$ cat src/rtl/logic_gate_sequencer.sv
// logic_gate_sequencer
//
// Stimulus and checking controller for the logic primitive library (AND, NAND, OR, NOR,
// XOR, XNOR, INV). It sweeps every input vector onto the gate under test. Each vector is
// held for SETTLE cycles so the gate output can settle. The thresholded output is then
// sampled and compared with the truth table. The run reports a saturating mismatch count,
// the first failing vector and a pass flag.
//
// Parameters:
//   N_IN    number of gate inputs driven (1..4)
//   SETTLE  cycles a vector is held before it is sampled (>= 1)
//   CNT_W   width of the mismatch counter
//
// Ports:
//   clk         sole clock, rising edge
//   rst_n       asynchronous active-low reset; aborts any run, clears every output
//   start       run request, honoured only in IDLE
//   func        gate under test: 0 AND, 1 NAND, 2 OR, 3 NOR, 4 XOR, 5 XNOR, 6 INV, 7 reserved
//   sample_in   thresholded gate output
//   drive       stimulus vector to the gate inputs (bit 0 = input a)
//   busy        high from start acceptance until the cycle before done
//   done        one-cycle pulse at the end of a run
//   pass        last run finished with zero mismatches
//   err_count   mismatches in the last or current run, saturating
//   fail_vec    first vector that mismatched
//   fail_valid  fail_vec holds a captured vector

module logic_gate_sequencer #(
  parameter int unsigned N_IN   = 2,
  parameter int unsigned SETTLE = 4,
  parameter int unsigned CNT_W  = 8
) (
  input  logic             clk,
  input  logic             rst_n,
  input  logic             start,
  input  logic [2:0]       func,
  input  logic             sample_in,
  output logic [N_IN-1:0]  drive,
  output logic             busy,
  output logic             done,
  output logic             pass,
  output logic [CNT_W-1:0] err_count,
  output logic [N_IN-1:0]  fail_vec,
  output logic             fail_valid
);

  // Settle counter counts SETTLE-1 down to 0, giving a dwell of exactly SETTLE cycles.
  localparam int unsigned CntW = (SETTLE > 1) ? $clog2(SETTLE) : 1;
  localparam logic [CntW-1:0] CntMax = CntW'(SETTLE - 1);

  localparam logic [2:0] FuncAnd  = 3'd0;
  localparam logic [2:0] FuncNand = 3'd1;
  localparam logic [2:0] FuncOr   = 3'd2;
  localparam logic [2:0] FuncNor  = 3'd3;
  localparam logic [2:0] FuncXor  = 3'd4;
  localparam logic [2:0] FuncXnor = 3'd5;
  localparam logic [2:0] FuncInv  = 3'd6;
  localparam logic [2:0] FuncRsvd = 3'd7;

  typedef enum logic [1:0] {
    StIdle,
    StSettle,
    StSample,
    StDone
  } state_e;

  state_e          state_q;
  logic [2:0]      func_q;
  logic [CntW-1:0] cnt_q;

  logic expected;
  logic mismatch;

  // Truth table of the latched gate for the vector currently on drive. The vector
  // register is drive itself, so no separate copy is kept.
  always_comb begin
    expected = 1'b0;
    case (func_q)
      FuncAnd:  expected = &drive;
      FuncNand: expected = ~(&drive);
      FuncOr:   expected = |drive;
      FuncNor:  expected = ~(|drive);
      FuncXor:  expected = ^drive;
      FuncXnor: expected = ~(^drive);
      FuncInv:  expected = ~drive[0];  // upper bits are swept but do not matter
      default:  expected = 1'b0;
    endcase
  end

  assign mismatch = (sample_in != expected);

  always_ff @(posedge clk or negedge rst_n) begin
    if (!rst_n) begin
      state_q    <= StIdle;
      func_q     <= 3'd0;
      cnt_q      <= '0;
      drive      <= '0;
      busy       <= 1'b0;
      done       <= 1'b0;
      pass       <= 1'b0;
      err_count  <= '0;
      fail_vec   <= '0;
      fail_valid <= 1'b0;
    end else begin
      done <= 1'b0;
      case (state_q)
        StIdle: begin
          if (start) begin
            // func is latched in both cases so DONE can tell a reserved request apart.
            func_q     <= func;
            err_count  <= '0;
            fail_valid <= 1'b0;
            pass       <= 1'b0;
            if (func != FuncRsvd) begin
              drive    <= '0;
              fail_vec <= '0;
              cnt_q    <= CntMax;
              busy     <= 1'b1;
              state_q  <= StSettle;
            end else begin
              state_q  <= StDone;
            end
          end
        end

        StSettle: begin
          if (cnt_q == '0) begin
            state_q <= StSample;
          end else begin
            cnt_q <= cnt_q - CntW'(1);
          end
        end

        StSample: begin
          if (mismatch) begin
            if (err_count != '1) begin
              err_count <= err_count + CNT_W'(1);
            end
            if (!fail_valid) begin
              fail_vec   <= drive;
              fail_valid <= 1'b1;
            end
          end
          if (&drive) begin
            // Last vector: drive keeps holding all ones after the run.
            state_q <= StDone;
          end else begin
            drive   <= drive + N_IN'(1);
            cnt_q   <= CntMax;
            state_q <= StSettle;
          end
        end

        StDone: begin
          // err_count already includes the final sample, updated on the previous edge.
          done    <= 1'b1;
          busy    <= 1'b0;
          pass    <= (func_q != FuncRsvd) && (err_count == '0);
          state_q <= StIdle;
        end

        default: begin
          state_q <= StIdle;
        end
      endcase
    end
  end

endmodule

$ cat config.mk
export PLATFORM = sky130hd
export DESIGN_NAME = logic_gate_sequencer
export DESIGN_NICKNAME = d
export VERILOG_FILES = /design/src/rtl/logic_gate_sequencer.sv
export SDC_FILE = /design/constraint.sdc
export NUM_CORES = 1
export LEC_CHECK = 0
export ABC_AREA = 1
export BUFFER_PORTS_ARGS = -buffer_cell sky130_fd_sc_hd__buf_2
export CAP_MARGIN = 20
export CORE_MARGIN = 2
export CORE_UTILIZATION = 52
export CTS_BUF_LIST = sky130_fd_sc_hd__clkbuf_4 sky130_fd_sc_hd__clkbuf_8
export CTS_CLUSTER_SIZE = 14
export DETAILED_ROUTE_END_ITERATION = 16
export GPL_TIMING_DRIVEN = 0
export PLACE_DENSITY_LB_ADDON = 0.15
export SKIP_LAST_GASP = 1
export SLEW_MARGIN = 20
export SYNTH_ARGS = -nofsm -noshare
export SYNTH_HDL_FRONTEND = slang
export SYNTH_SLANG_ARGS = --single-unit
$ cat constraint.sdc
create_clock -name clk -period 1.7 [get_ports clk]
set_input_delay 0.085 -clock clk [delete_from_list [all_inputs] [get_ports clk]]
set_output_delay 0.085 -clock clk [all_outputs]
set_load 0.02 [all_outputs]
==> summary.txt <==
Route
  – DRC: 0
  – DR pass1 iterations: 4
  – Via Count: 1309
  – Post-DR vias/cell: about 5.7
  – DRT antenna net count: 0
  – Post-Route WL: approximately 3200 um
  – Routed length per instance: about 14 um
  – Initial DRC Count: 34

Place
  – DP Wirelength: approximately 2200 um
  – Port Buffer Count: 22
  – Routability cong.: ~0.8
  – Cells after DPL: 221
  – Placed inst area: between 1000 and 1500 um2

Worst setup path
  – WP data required: roughly 1900 ps
  – CP Capture Type: flop
  – CP Depth: 11
  – FF-to-FF path depth: 11
  – CP max FO: 5
  – Buf/Inv on CP: 2
  – CP max stage delay: 480 ps
  – CP most frequent cell: nand2_2
  – Family with the most delay on the worst path: simple AND/OR/NAND/NOR gates
  – CP Data Arrival Time: ~1900 ps
  – Setup CP Type: reg -> reg
  – CP Cell Sequence: inv_4 > ha_4 > nand3_2 > nand2_2 > nor2_4 > nand2_2 > nand2_2 > nand3_4 > buf_6 > nand4_1 > nand2_1
  – Startpoint types: flop
  – CP max stage cell: dfrtp_2

Global route
  – First-pass GRT wire length: 5140 um
  – GRT Total Usage: about 24%
  – Largest net degree at the start of global routing: 24
  – Vias in the first global route: approximately 1200
  – Initial antenna violation count: 0
  – Total global routing overflow: 0

Pwr
  – Power Density: around 1300 nW/um2
  – Leakage: between 0.8 and 0.9 nW
  – Maximum vdd drop: around 1.3 mV

Worst hold path
  – Worst hold path type: in -> reg
  – Hold path cells: 2

Run status
  – Status: complete, no violations

Yosys
  – Netlist cell types: 25
  – Synthesis Warnings: 0
  – Part of the Yosys area used for sequential elements: between 40% and 50%
  – Synth Instances: around 170
  – Avg Inst Size Synth: about 7.7 um2
  – Post-Syn Area: between 1000 and 1500 um2
  – FF+latch count, synth: 23
  – Syn nets: approximately 180

Floorplan
  – Die area: ~3000 um2
  – # rows: 18
  – Die H: approximately 54 um
  – Core area: about 2400 um2
  – Initial core utilization: 53.81%
  – Ports: 23
  – Die width: 54.17 um

Finish
  – # nets final: roughly 210
  – Post-route insts no fill: 231
  – Antenna cells: 0
  – Most frequent cells in the layout: nand2_1 (32), buf_2 (23), dfrtp_1 (21), inv_1 (18)
  – Share of cells above drive strength 1: 31.84%
  – Design Area, Final: 1649 um2
  – Area delta synth->final: 26.00%
  – Commonest non-fill, non-tap cell in the layout: nand2_1

CTS
  – H-tree lvl count: 1
  – TritonCTS Sinks: 23
  – Clk root buf: clkbuf_4
  – TritonCTS clock tree: done
  – CTS buffer count: 3
  – Clk slew on worst S/H paths: 140 ps
  – Clk buf depth: 2
  – Skew-Pair Late Insertion Delay: ~310 ps

STA
  – Final setup fails: 0
  – Clk_skew: around 9.5 ps
  – Unrepaired setup endpoints after global routing: yes
  – Final Hold Viols: 0
  – Slew Limit Fails: 0
  – Final period util: 99.39%
  – Worst Tran Pin Value: about 510 ps
  – Slew margin rel.: between 60% and 70%
  – Fmax achieved: 0.5918 GHz
  – Min Tclk post-route: 1690 ps

Job
  – Max Cap Violations: 0
-- area by class of cell --
cell class              instances  area [um2]
fillers                       214       783.3
multi-input cells             120       733.2
flip-flops and latches         23       578.1
repair buffers                 28       161.4
inverters                      24       92.59
well taps                      30       37.54
clock buffers                   4       30.03
plain buffers                   2       16.27
-- cells by family after synthesis --
family	after synthesis	share of synthesized area, %
adder cells (fa/ha/maj)	5	4.780
multiplexers	1	0.8604
AO/OA/AOI/OAI	23	9.465
flip-flops	23	43.98
buffers and inverters	26	7.840
AND/OR/NAND/NOR	91	33.08
-- flip-flops by register name, indices dropped and copies added (netlist names) --
| register | flops |
|---|---|
| fail_vec | 2 |
| busy | 1 |
| cnt_q | 2 |
| err_count | 8 |
| state_q | 2 |
| done | 1 |
| pass | 1 |
| drive | 2 |
| func_q | 3 |
| fail_valid | 1 |
-- metrics by stage --
step / utilization [%] / hold slack, ps / setup TNS (ps) / total power [W] / setup slack (ps)
floorplan: - / -210.6 / 0 / 0.001450 / 29.57
global placement: 60.34 / 85.74 / -573.1 / 0.001650 / -69.23
detailed placement: 60.34 / 88.59 / -852.1 / 0.001699 / -111.6
CTS: 65.02 / 19.14 / 0 / 0.002088 / 3.819
global route: 67.80 / 7.449 / -676.6 / 0.002362 / -84.72
finish: 67.80 / 22.46 / 0 / 0.002183 / 10.36
-- path summary, 6_finish.rpt --
check	start	to	slack (ps)
setup / recovery	drive[0]$_DFFE_PN0P_	err_count[0]$_DFFE_PN0P_	10
hold / removal	func[1]	func_q[1]$_DFFE_PN0P_	20
setup reg to reg	drive[0]$_DFFE_PN0P_	err_count[0]$_DFFE_PN0P_	10
hold reg to reg	fail_vec[1]$_DFFE_PN0P_	fail_vec[1]$_DFFE_PN0P_	500
max in group asynchronous	rst_n	drive[1]$_DFFE_PN0P_	1070
min in group asynchronous	rst_n	fail_vec[1]$_DFFE_PN0P_	250
-- where the power goes --
part | total [W] | internal [W] | leakage [nW] | switching, W
Combinational | 0.00106 | 0.000400 | 0.541 | 0.000661
Sequential | 0.000843 | 0.000684 | 0.294 | 0.000159
Clock | 0.000278 | 0.000108 | 0.0184 | 0.000171
-- synth_stat cells (all sizes together) --
| cell | count | area [um2] |
|---|---|---|
| nand2 | 40 | 150.1 |
| inv | 24 | 90.09 |
| dfrtp | 23 | 575.6 |
| nor2 | 17 | 71.32 |
| nand4 | 14 | 93.84 |
| nand3 | 13 | 70.07 |
| o21ai | 11 | 55.05 |
| a21oi | 10 | 53.80 |
| ha | 5 | 62.56 |
| nor3 | 3 | 20.02 |
| buf | 2 | 12.51 |
| nand3b | 2 | 15.01 |
| a31oi | 1 | 6.260 |
| mux2 | 1 | 11.26 |
| nor4 | 1 | 6.260 |
| o2111ai | 1 | 8.760 |
| or2 | 1 | 6.260 |
-- layer usage --
layer | vias up | GRT usage, % | wire length, um
met5 | - | 0 | 0
met4 | 0 | 7.083 | 0
met3 | 0 | 3.611 | 150
met2 | 41 | 42.77 | 1612
met1 | 633 | 29.82 | 1462
li1 | 635 | - | -
-- worst reg2reg max path, cell delays in order (launching register included) --
cell and delay [ps]:
dfrtp_2 480, inv_4 80, ha_4 210, nand3_2 80, nand2_2 60, nor2_4 130
nand2_2 60, nand2_2 80, nand3_4 120, buf_6 160, nand4_1 80, nand2_1 60
-- timing repair --
action,in CTS,in global routing
resized for setup,13,15
endpoints found under the hold margin,23,0
buffers inserted,2,3
endpoints found under the setup margin,10,16
gates cloned,1,0
hold buffers,1,0
pin swaps,7,15
Power figures use the tool's default switching activity.
